## src/rtl/axi_llc_flush_seq.sv

```systemverilog
// Way-flush sequencer for the LLC configuration RegBus port: writes the flush
// mask, commits, then polls the flushed-status register until done or timeout.
module axi_llc_flush_seq #(
  parameter int unsigned SetAssociativity = 8,
  parameter logic [31:0] CfgBaseAddr      = 32'h0,
  parameter logic [31:0] FlushOffset      = 32'h10,
  parameter logic [31:0] CommitOffset     = 32'h18,
  parameter logic [31:0] FlushedOffset    = 32'h28,
  parameter int unsigned PollDelay        = 16,
  parameter int unsigned MaxPolls         = 1024
) (
  input  logic                        clk_i,
  input  logic                        rst_ni,
  input  logic                        flush_valid_i,
  input  logic [SetAssociativity-1:0] flush_ways_i,
  output logic                        flush_ready_o,
  output logic                        flush_done_o,
  output logic                        flush_error_o,
  output logic                        busy_o,
  output logic [31:0]                 conf_req_addr,
  output logic                        conf_req_w,
  output logic [31:0]                 conf_req_wdata,
  output logic [3:0]                  conf_req_wstrb,
  output logic                        conf_req_valid,
  input  logic [31:0]                 conf_resp_rdata,
  input  logic                        conf_resp_error,
  input  logic                        conf_resp_ready
);

  localparam int unsigned PW = $clog2(MaxPolls + 1);
  localparam int unsigned DW = (PollDelay > 1) ? $clog2(PollDelay) : 1;
  localparam logic [PW-1:0] POLL_MAX   = PW'(MaxPolls);
  localparam logic [DW-1:0] DELAY_LOAD = DW'(PollDelay - 1);

  if (SetAssociativity < 1 || SetAssociativity > 32) begin : g_bad_ways
    $error("SetAssociativity must be within 1..32");
  end
  if (PollDelay < 1) begin : g_bad_delay
    $error("PollDelay must be at least 1");
  end
  if (MaxPolls < 1) begin : g_bad_polls
    $error("MaxPolls must be at least 1");
  end

  typedef enum logic [2:0] {
    IDLE,
    WR_FLUSH,
    WR_COMMIT,
    RD_STATUS,
    WAIT,
    DONE
  } state_e;

  state_e                      state_reg, state_next;
  logic [SetAssociativity-1:0] mask_reg, mask_next;
  logic [PW-1:0]               poll_cnt_reg, poll_cnt_next;
  logic [DW-1:0]               delay_cnt_reg, delay_cnt_next;
  logic                        err_reg, err_next;

  logic [31:0] req_addr_reg, req_addr_next;
  logic        req_w_reg, req_w_next;
  logic [31:0] req_wdata_reg, req_wdata_next;
  logic [3:0]  req_wstrb_reg, req_wstrb_next;
  logic        req_valid_reg, req_valid_next;

  logic                        access_done;
  logic [SetAssociativity-1:0] way_flushed;
  logic                        all_flushed;
  logic                        unused_rdata;

  // A way counts as flushed if it was not requested or the status bit is set.
  for (genvar gi = 0; gi < SetAssociativity; gi++) begin : g_way
    assign way_flushed[gi] = conf_resp_rdata[gi] | ~mask_reg[gi];
  end
  assign all_flushed  = &way_flushed;
  assign unused_rdata = ^conf_resp_rdata;
  assign access_done  = req_valid_reg & conf_resp_ready;

  always_comb begin
    state_next     = state_reg;
    mask_next      = mask_reg;
    poll_cnt_next  = poll_cnt_reg;
    delay_cnt_next = delay_cnt_reg;
    err_next       = err_reg;

    case (state_reg)
      IDLE: begin
        if (flush_valid_i) begin
          mask_next     = flush_ways_i;
          poll_cnt_next = '0;
          err_next      = 1'b0;
          state_next    = (flush_ways_i == '0) ? DONE : WR_FLUSH;
        end
      end
      WR_FLUSH: begin
        if (access_done) begin
          if (conf_resp_error) begin
            err_next   = 1'b1;
            state_next = DONE;
          end else begin
            state_next = WR_COMMIT;
          end
        end
      end
      WR_COMMIT: begin
        if (access_done) begin
          if (conf_resp_error) begin
            err_next   = 1'b1;
            state_next = DONE;
          end else begin
            state_next = RD_STATUS;
          end
        end
      end
      RD_STATUS: begin
        if (access_done) begin
          if (poll_cnt_reg != POLL_MAX) begin
            poll_cnt_next = poll_cnt_reg + 1'b1;
          end
          if (conf_resp_error) begin
            err_next   = 1'b1;
            state_next = DONE;
          end else if (all_flushed) begin
            state_next = DONE;
          end else if (poll_cnt_next == POLL_MAX) begin
            err_next   = 1'b1;
            state_next = DONE;
          end else begin
            delay_cnt_next = DELAY_LOAD;
            state_next     = WAIT;
          end
        end
      end
      WAIT: begin
        if (delay_cnt_reg == '0) begin
          state_next = RD_STATUS;
        end else begin
          delay_cnt_next = delay_cnt_reg - 1'b1;
        end
      end
      DONE: begin
        state_next = IDLE;
      end
      default: begin
        state_next = IDLE;
      end
    endcase
  end

  // Request fields are decoded from the upcoming state so they are registered
  // and constant for the whole access, including stalled cycles.
  always_comb begin
    req_addr_next  = 32'h0;
    req_w_next     = 1'b0;
    req_wdata_next = 32'h0;
    req_wstrb_next = 4'h0;
    req_valid_next = 1'b0;
    case (state_next)
      WR_FLUSH: begin
        req_addr_next  = CfgBaseAddr + FlushOffset;
        req_w_next     = 1'b1;
        req_wdata_next = 32'(mask_next);
        req_wstrb_next = 4'hF;
        req_valid_next = 1'b1;
      end
      WR_COMMIT: begin
        req_addr_next  = CfgBaseAddr + CommitOffset;
        req_w_next     = 1'b1;
        req_wdata_next = 32'h1;
        req_wstrb_next = 4'hF;
        req_valid_next = 1'b1;
      end
      RD_STATUS: begin
        req_addr_next  = CfgBaseAddr + FlushedOffset;
        req_valid_next = 1'b1;
      end
      default: begin
        req_valid_next = 1'b0;
      end
    endcase
  end

  always_ff @(posedge clk_i or negedge rst_ni) begin
    if (!rst_ni) begin
      state_reg     <= IDLE;
      mask_reg      <= '0;
      poll_cnt_reg  <= '0;
      delay_cnt_reg <= '0;
      err_reg       <= 1'b0;
      req_addr_reg  <= 32'h0;
      req_w_reg     <= 1'b0;
      req_wdata_reg <= 32'h0;
      req_wstrb_reg <= 4'h0;
      req_valid_reg <= 1'b0;
    end else begin
      state_reg     <= state_next;
      mask_reg      <= mask_next;
      poll_cnt_reg  <= poll_cnt_next;
      delay_cnt_reg <= delay_cnt_next;
      err_reg       <= err_next;
      req_addr_reg  <= req_addr_next;
      req_w_reg     <= req_w_next;
      req_wdata_reg <= req_wdata_next;
      req_wstrb_reg <= req_wstrb_next;
      req_valid_reg <= req_valid_next;
    end
  end

  assign flush_ready_o  = (state_reg == IDLE);
  assign flush_done_o   = (state_reg == DONE);
  assign flush_error_o  = (state_reg == DONE) & err_reg;
  assign busy_o         = (state_reg != IDLE);
  assign conf_req_addr  = req_addr_reg;
  assign conf_req_w     = req_w_reg;
  assign conf_req_wdata = req_wdata_reg;
  assign conf_req_wstrb = req_wstrb_reg;
  assign conf_req_valid = req_valid_reg;

endmodule

```

## config.mk

```make
export PLATFORM = sky130hd
export DESIGN_NAME = axi_llc_flush_seq
export DESIGN_NICKNAME = d
export VERILOG_FILES = /design/src/rtl/axi_llc_flush_seq.sv
export SDC_FILE = /design/constraint.sdc
export NUM_CORES = 1
export LEC_CHECK = 0
export ABC_CLOCK_PERIOD_IN_PS = 2400
export CORE_AREA = 10 10 91 93
export DETAILED_ROUTE_END_ITERATION = 8
export DIE_AREA = 0 0 101 103
export PLACE_DENSITY = 0.79
export SLEW_MARGIN = 20
export SYNTH_ARGS = -nofsm -noshare
export SYNTH_HDL_FRONTEND = slang
export SYNTH_SLANG_ARGS = --single-unit
```

## constraint.sdc

```tcl
create_clock -name clk_i -period 2.4 [get_ports clk_i]
set_clock_uncertainty 0.1 [all_clocks]
set_input_delay 0.48 -clock clk_i [delete_from_list [all_inputs] [get_ports clk_i]]
set_output_delay 0.48 -clock clk_i [all_outputs]
set_load 0.01 [all_outputs]
```

Yosys cells after proc, flatten, opt, wreduce, memory -nomap -nowiden
Index checks and enable logic that the tools add are counted.
{"block": "totals", "regBits": 97, "inputBits": 45, "output_inout_bits": 74, "elab_cells": 103}
{"block": "classes", "n_addsub": 2, "n_eq_ne": 20, "mux": 39, "bitwise_logic": 18, "n_reduce_logical": 14}
{"op": "2-to-1 mux 11 bit", "n": 5}
{"op": "2-to-1 mux 3 bit", "n": 8}
{"op": "2-to-1 mux 4 bit", "n": 6}
{"op": "one-hot mux 11 bit (2 select lines)", "n": 1}
{"op": "one-hot mux 6 bit (3 select lines)", "n": 1}
{"op": "2-to-1 mux 8 bit", "n": 2}
{"op": "one-hot mux 8 bit (2 select lines)", "n": 1}
{"op": "one-hot mux 3 bit (5 select lines)", "n": 1}
{"op": "equality test 3 x 2 -> 1 bit, second input constant", "n": 4}
{"op": "2-to-1 mux 1 bit", "n": 12}
{"op": "!= test 2 bit, second input constant", "n": 6}
{"op": "adder 11 x 1 -> 11 bit, second input constant", "n": 1}
{"op": "equality test 11 bit, second input constant", "n": 1}
{"op": "!= test 11 bit, second input constant", "n": 1}
{"op": "logical NOT 8 bit", "n": 1}
{"op": "inverter 1 bit", "n": 8}
{"op": "OR 1 bit", "n": 8}
{"op": "one-hot mux 4 bit (2 select lines)", "n": 1}
{"op": "AND reduction 8 bit", "n": 1}
{"op": "AND reduction 7 bit", "n": 1}
{"op": "equality test 3 x 1 -> 1 bit, second input constant", "n": 2}
{"op": "equality test 3 bit, second input constant", "n": 2}
{"op": "!= test 3 bit, second input constant", "n": 2}
{"op": "AND reduction 6 bit", "n": 1}
{"op": "11 further kinds", "n": 16}

Logic depth before layout (Yosys ltp)
{"block": "depth", "ltp_word": 13, "ltp_mapped": 8, "ltp_nobuf": 7}

Worst setup path after synthesis
OpenSTA, ideal clock, no wires.
{"block": "synth_path", "path_kind": "register to register", "startpoint": "register poll_cnt_reg[0]", "endpoint": "register err_reg", "setup_ns": 0.087, "arrival_ns": 1.930, "required_ns": 2.213, "path_slack_ns": 0.284, "path_stages_with_launch": 7, "n_path_buf": 0, "period_less_slack_ns": 2.116, "cell_sequence": "dfrtp_1 -> ha_1 -> and3_1 -> a311oi_1 -> o22ai_1 -> or4_4 -> a211oi_2"}
{"block": "synth_via", "elab_chain_len": 7, "word_cells_on_any_way": 8, "cone_classes": "add/sub: 1; eq/ne: 3; mux: 3; reduce/logical: 1"}
{"item": "start, declared", "line": "56", "rtl": "logic [PW-1:0] poll_cnt_reg, poll_cnt_next;"}
{"item": "start signal, assigned", "line": "198", "rtl": "poll_cnt_reg <= poll_cnt_next;"}
{"item": "adder 11 x 1 -> 11 bit or != test 11 bit (tied branches)", "line": "118, 117"}
{"item": "2-to-1 mux 11 bit (*)", "line": "117", "rtl": "if (poll_cnt_reg != POLL_MAX) begin"}
{"item": "2-to-1 mux 11 bit (*)", "line": "116", "rtl": "if (access_done) begin"}
{"item": "2-to-1 mux 11 bit (*)", "line": "86", "rtl": "case (state_reg)"}
{"item": "equality test 11 bit (*)", "line": "125", "rtl": "end else if (poll_cnt_next == POLL_MAX) begin"}
{"item": "!= test 3 bit (no line) (*)"}
{"item": "AND reduction 7 bit (no line) (*)"}
{"item": "end signal, assigned", "line": "200", "rtl": "err_reg <= err_next;"}
{"item": "end, declared", "line": "58", "rtl": "logic err_reg, err_next;"}
Mark *: on every way between the ends. The rest lies on a longest branch, timed or not. The select of a mux whose other input is x is not followed.
A chain may end at the register's enable or synchronous reset.

Worst setup path after layout
{"block": "layout_path", "startpoint": "register state_reg[1]", "endpoint": "output port flush_ready_o"}
{"block": "layout_via", "elab_chain_len": 1}
{"item": "start, declared", "line": "54", "rtl": "state_e state_reg, state_next;"}
{"item": "start signal, assigned", "line": "196", "rtl": "state_reg <= state_next;"}
{"item": "logical NOT 3 bit", "line": "209", "rtl": "assign flush_ready_o = (state_reg == IDLE);"}
{"item": "end, declared", "line": "16", "rtl": "output logic flush_ready_o,"}
No other way between the ends.

==> impl_results.md <==
* Status: finished clean
* Seq/Total Area, Yosys at 37.7%
* Most frequent cells in the layout: conb_1 (53), clkdlybuf4s50_1 (40), dfrtp_1 (37)
* Routed WL at 6110 microns
* P_int at 1980 uW
* PortBufs at between 40 and 50
* Worst-skew pair later-pin latency at 300 ps
* Final Util at 47.6%
* Comb pwr share at 47.2%
* Synthesized instance count at approximately 280
* Hold slack at approximately 420 ps
* 1st-iter DRT viols at around 110
* Vias per inst at 4.84
* Tmin final at 2330 ps
* Switching Power at 1120 uW
* Total GRT Usage at 11.0%
* Crit-path max FO at 8
* Most common cell after layout, fill and taps aside: conb_1
* Hold Path Cell Cnt at 1
* Endpoints failing hold at 0
* Layout Nets at 385
* Total CTS buffers at 5
* Htree depth at 2
* Power, Total at 3100 uW
* First-pass GRT wire length at 9340 microns
* Post-Syn Area at 2660 sq um
* Die Y-Extent at 103 microns
* TritonCTS clock tree: built
* Row cnt at 30
* Clk root buf: clkbuf_8
* EDFF count, synth at 0
* Relative slew margins at 56.1%
* Ant diodes at 0
* Synth Register Bits at 40
* Max-slew violations at 0
* Post-route design area at 3130 sq um
* Mean post-synth cell area at 9.39 sq um
* DR DRC count at 0
* Synth Flop Type: dfrtp_1
* Pwr dens at 991 nW/um^2
* Post-DP HPWL at 4720 microns
* Register share of total power at 34.9%
* Longest Clk Path Bufs at 2
* Sw frac at a little over a third
* Clock transition at path regs at ~80 ps
* Peak supply drop at 0.597 mV
* Share of total power in the clock network at between 15 and 20%
* # IOs at ~120
* Max FFs per register at 11
* Slew at the pin closest to its max-slew limit at 657 ps
* MaxCap Viol Count at 0
* Min-delay worst type: reg2reg
* Area after DPL at 2960 sq um
* Initial Util at 40.5%
* GP Congestion at 0.935
* Area growth, synth to finish at 17.7%
* Synth unique cells at 52
* CP endpoint kind: output pin
* Routed vias at slightly above 2000
* First-pass detailed-route iteration total at 4
* FFs w/ async S/R, synth at between 90% and 100%
* Dpl cells at 404
* Fmax at 428 MHz
* Critical path class: reg2out
* WL/cell at approximately 15 microns
* Total grt overflow at 0
* Final setup vio count at 0
* Worst reg-to-reg path cell count at 6
* RSZ-0062 raised after global routing: no
* Layout cells sized above 1 at ~16%
* Final Non-Filler Cells at 418
* Pin count of the biggest net entering global routing at 17
* Pleak at 0.00139 uW
* Core Region at 6570 sq um
* Vias in the first global route at slightly below 2000
* Die area at 10400 sq um
* Startpoint types: register
* Ys Warns at 0
* Req. time, crit path at 1820 ps
* Sink Count at 40
* Die width at 101 microns
* Critical path arrival at approximately 1800 ps
* Final period util at between 90% and 100%
* Final ANT Viol Nets at 0
* Initial antenna violation count at 0
-- metal layers --
layer / GRT usage, % / part of all wire, % / vias up
li1: - / - / 988
met1: 13.5 / 44 / 954
met2: 18.1 / 49 / 74
met3: 2.88 / 6.2 / 7
met4: 4.29 / 1.2 / 0
met5: 0 / 0 / -
-- metrics by stage --
| step | TNS (ps) | setup WS [ps] |
|---|---|---|
| after detailed placement | -1430 | -202 |
| after global routing | 0 | 9.80 |
| final | 0 | 65.2 |
| after CTS | 0 | 28.5 |
| after global placement | -978 | -147 |
| after floorplan | 0 | 284 |
-- worst max-delay path, stage by stage (launching register included) --
cell	delay (ps)
dfrtp_2	460
or3_1	400
inv_1	60
clkdlybuf4s50_1	530
-- layout make-up --
cell class | instances | area [sq um]
flip-flops and latches | 40 | 1000
inverters | 12 | 45.0
clock inverters | 3 | 42.5
fillers | 600 | 3440
well taps | 80 | 100
clock buffers | 5 | 68.8
multi-input cells | 212 | 1270
repair buffers | 66 | 596
-- Yosys cell counts (7+ instances only) --
| master | instances | share of area (%) |
|---|---|---|
| a21oi_1 | 9 | 1.7 |
| buf_4 | 57 | 16 |
| dfrtp_1 | 40 | 38 |
| inv_1 | 12 | 1.7 |
| mux2_2 | 8 | 3.4 |
| nand2_1 | 12 | 1.7 |
| nand3_1 | 7 | 1.3 |
| nor2_1 | 11 | 1.6 |
| nor2b_1 | 8 | 1.9 |
| nor3b_1 | 9 | 2.5 |
| o21ai_0 | 22 | 4.1 |
-- what timing repair did --
| item | CTS | global route |
|---|---|---|
| setup buffers | 0 | 5 |
| hold buffers | 1 | 0 |
| resized for setup | 2 | 2 |
| endpoints found under the hold margin | 12 | 0 |
| endpoints found under the setup margin | 2 | 6 |
-- cell families (layout without fill, tap and decap cells) --
kind of cell / count (synthesis) / after routing / synth area share [%]
other: 1 / 53 / 0.141
xor gates and xnor gates: 6 / 6 / 1.98
buffers and inverters: 83 / 86 / 21.9
DFF: 40 / 40 / 37.7
AOI/OAI and AO/OA: 58 / 58 / 14.0
muxes: 9 / 9 / 3.77
and+or+nand+nor: 83 / 83 / 19.1
adders and majority gates: 3 / 3 / 1.41
-- worst paths after layout --
| check | start | endpoint | slack [ps] |
|---|---|---|---|
| max in group asynchronous | rst_ni | poll_cnt_reg[6] | 1180 |
| max reg2reg | poll_cnt_reg[1] | state_reg[0] | 130 |
| min in group asynchronous | rst_ni | conf_req_addr[5] | 500 |
| min | mask_reg[1] | mask_reg[1] | 420 |
| min reg2reg | mask_reg[1] | mask_reg[1] | 420 |
| max | state_reg[1] | flush_ready_o | 70 |
-- power by group through the flow --
stage / sequential [uW] / combinational (uW) / clock (uW)
after detailed placement: 1100 / 1390 / 0
after floorplan: 1060 / 939 / 0
after global routing: 1120 / 1600 / 593
final: 1080 / 1460 / 552
after global placement: 1080 / 1360 / 0
after CTS: 1090 / 1400 / 557
Note: power is estimated with default switching activity, not from simulation.
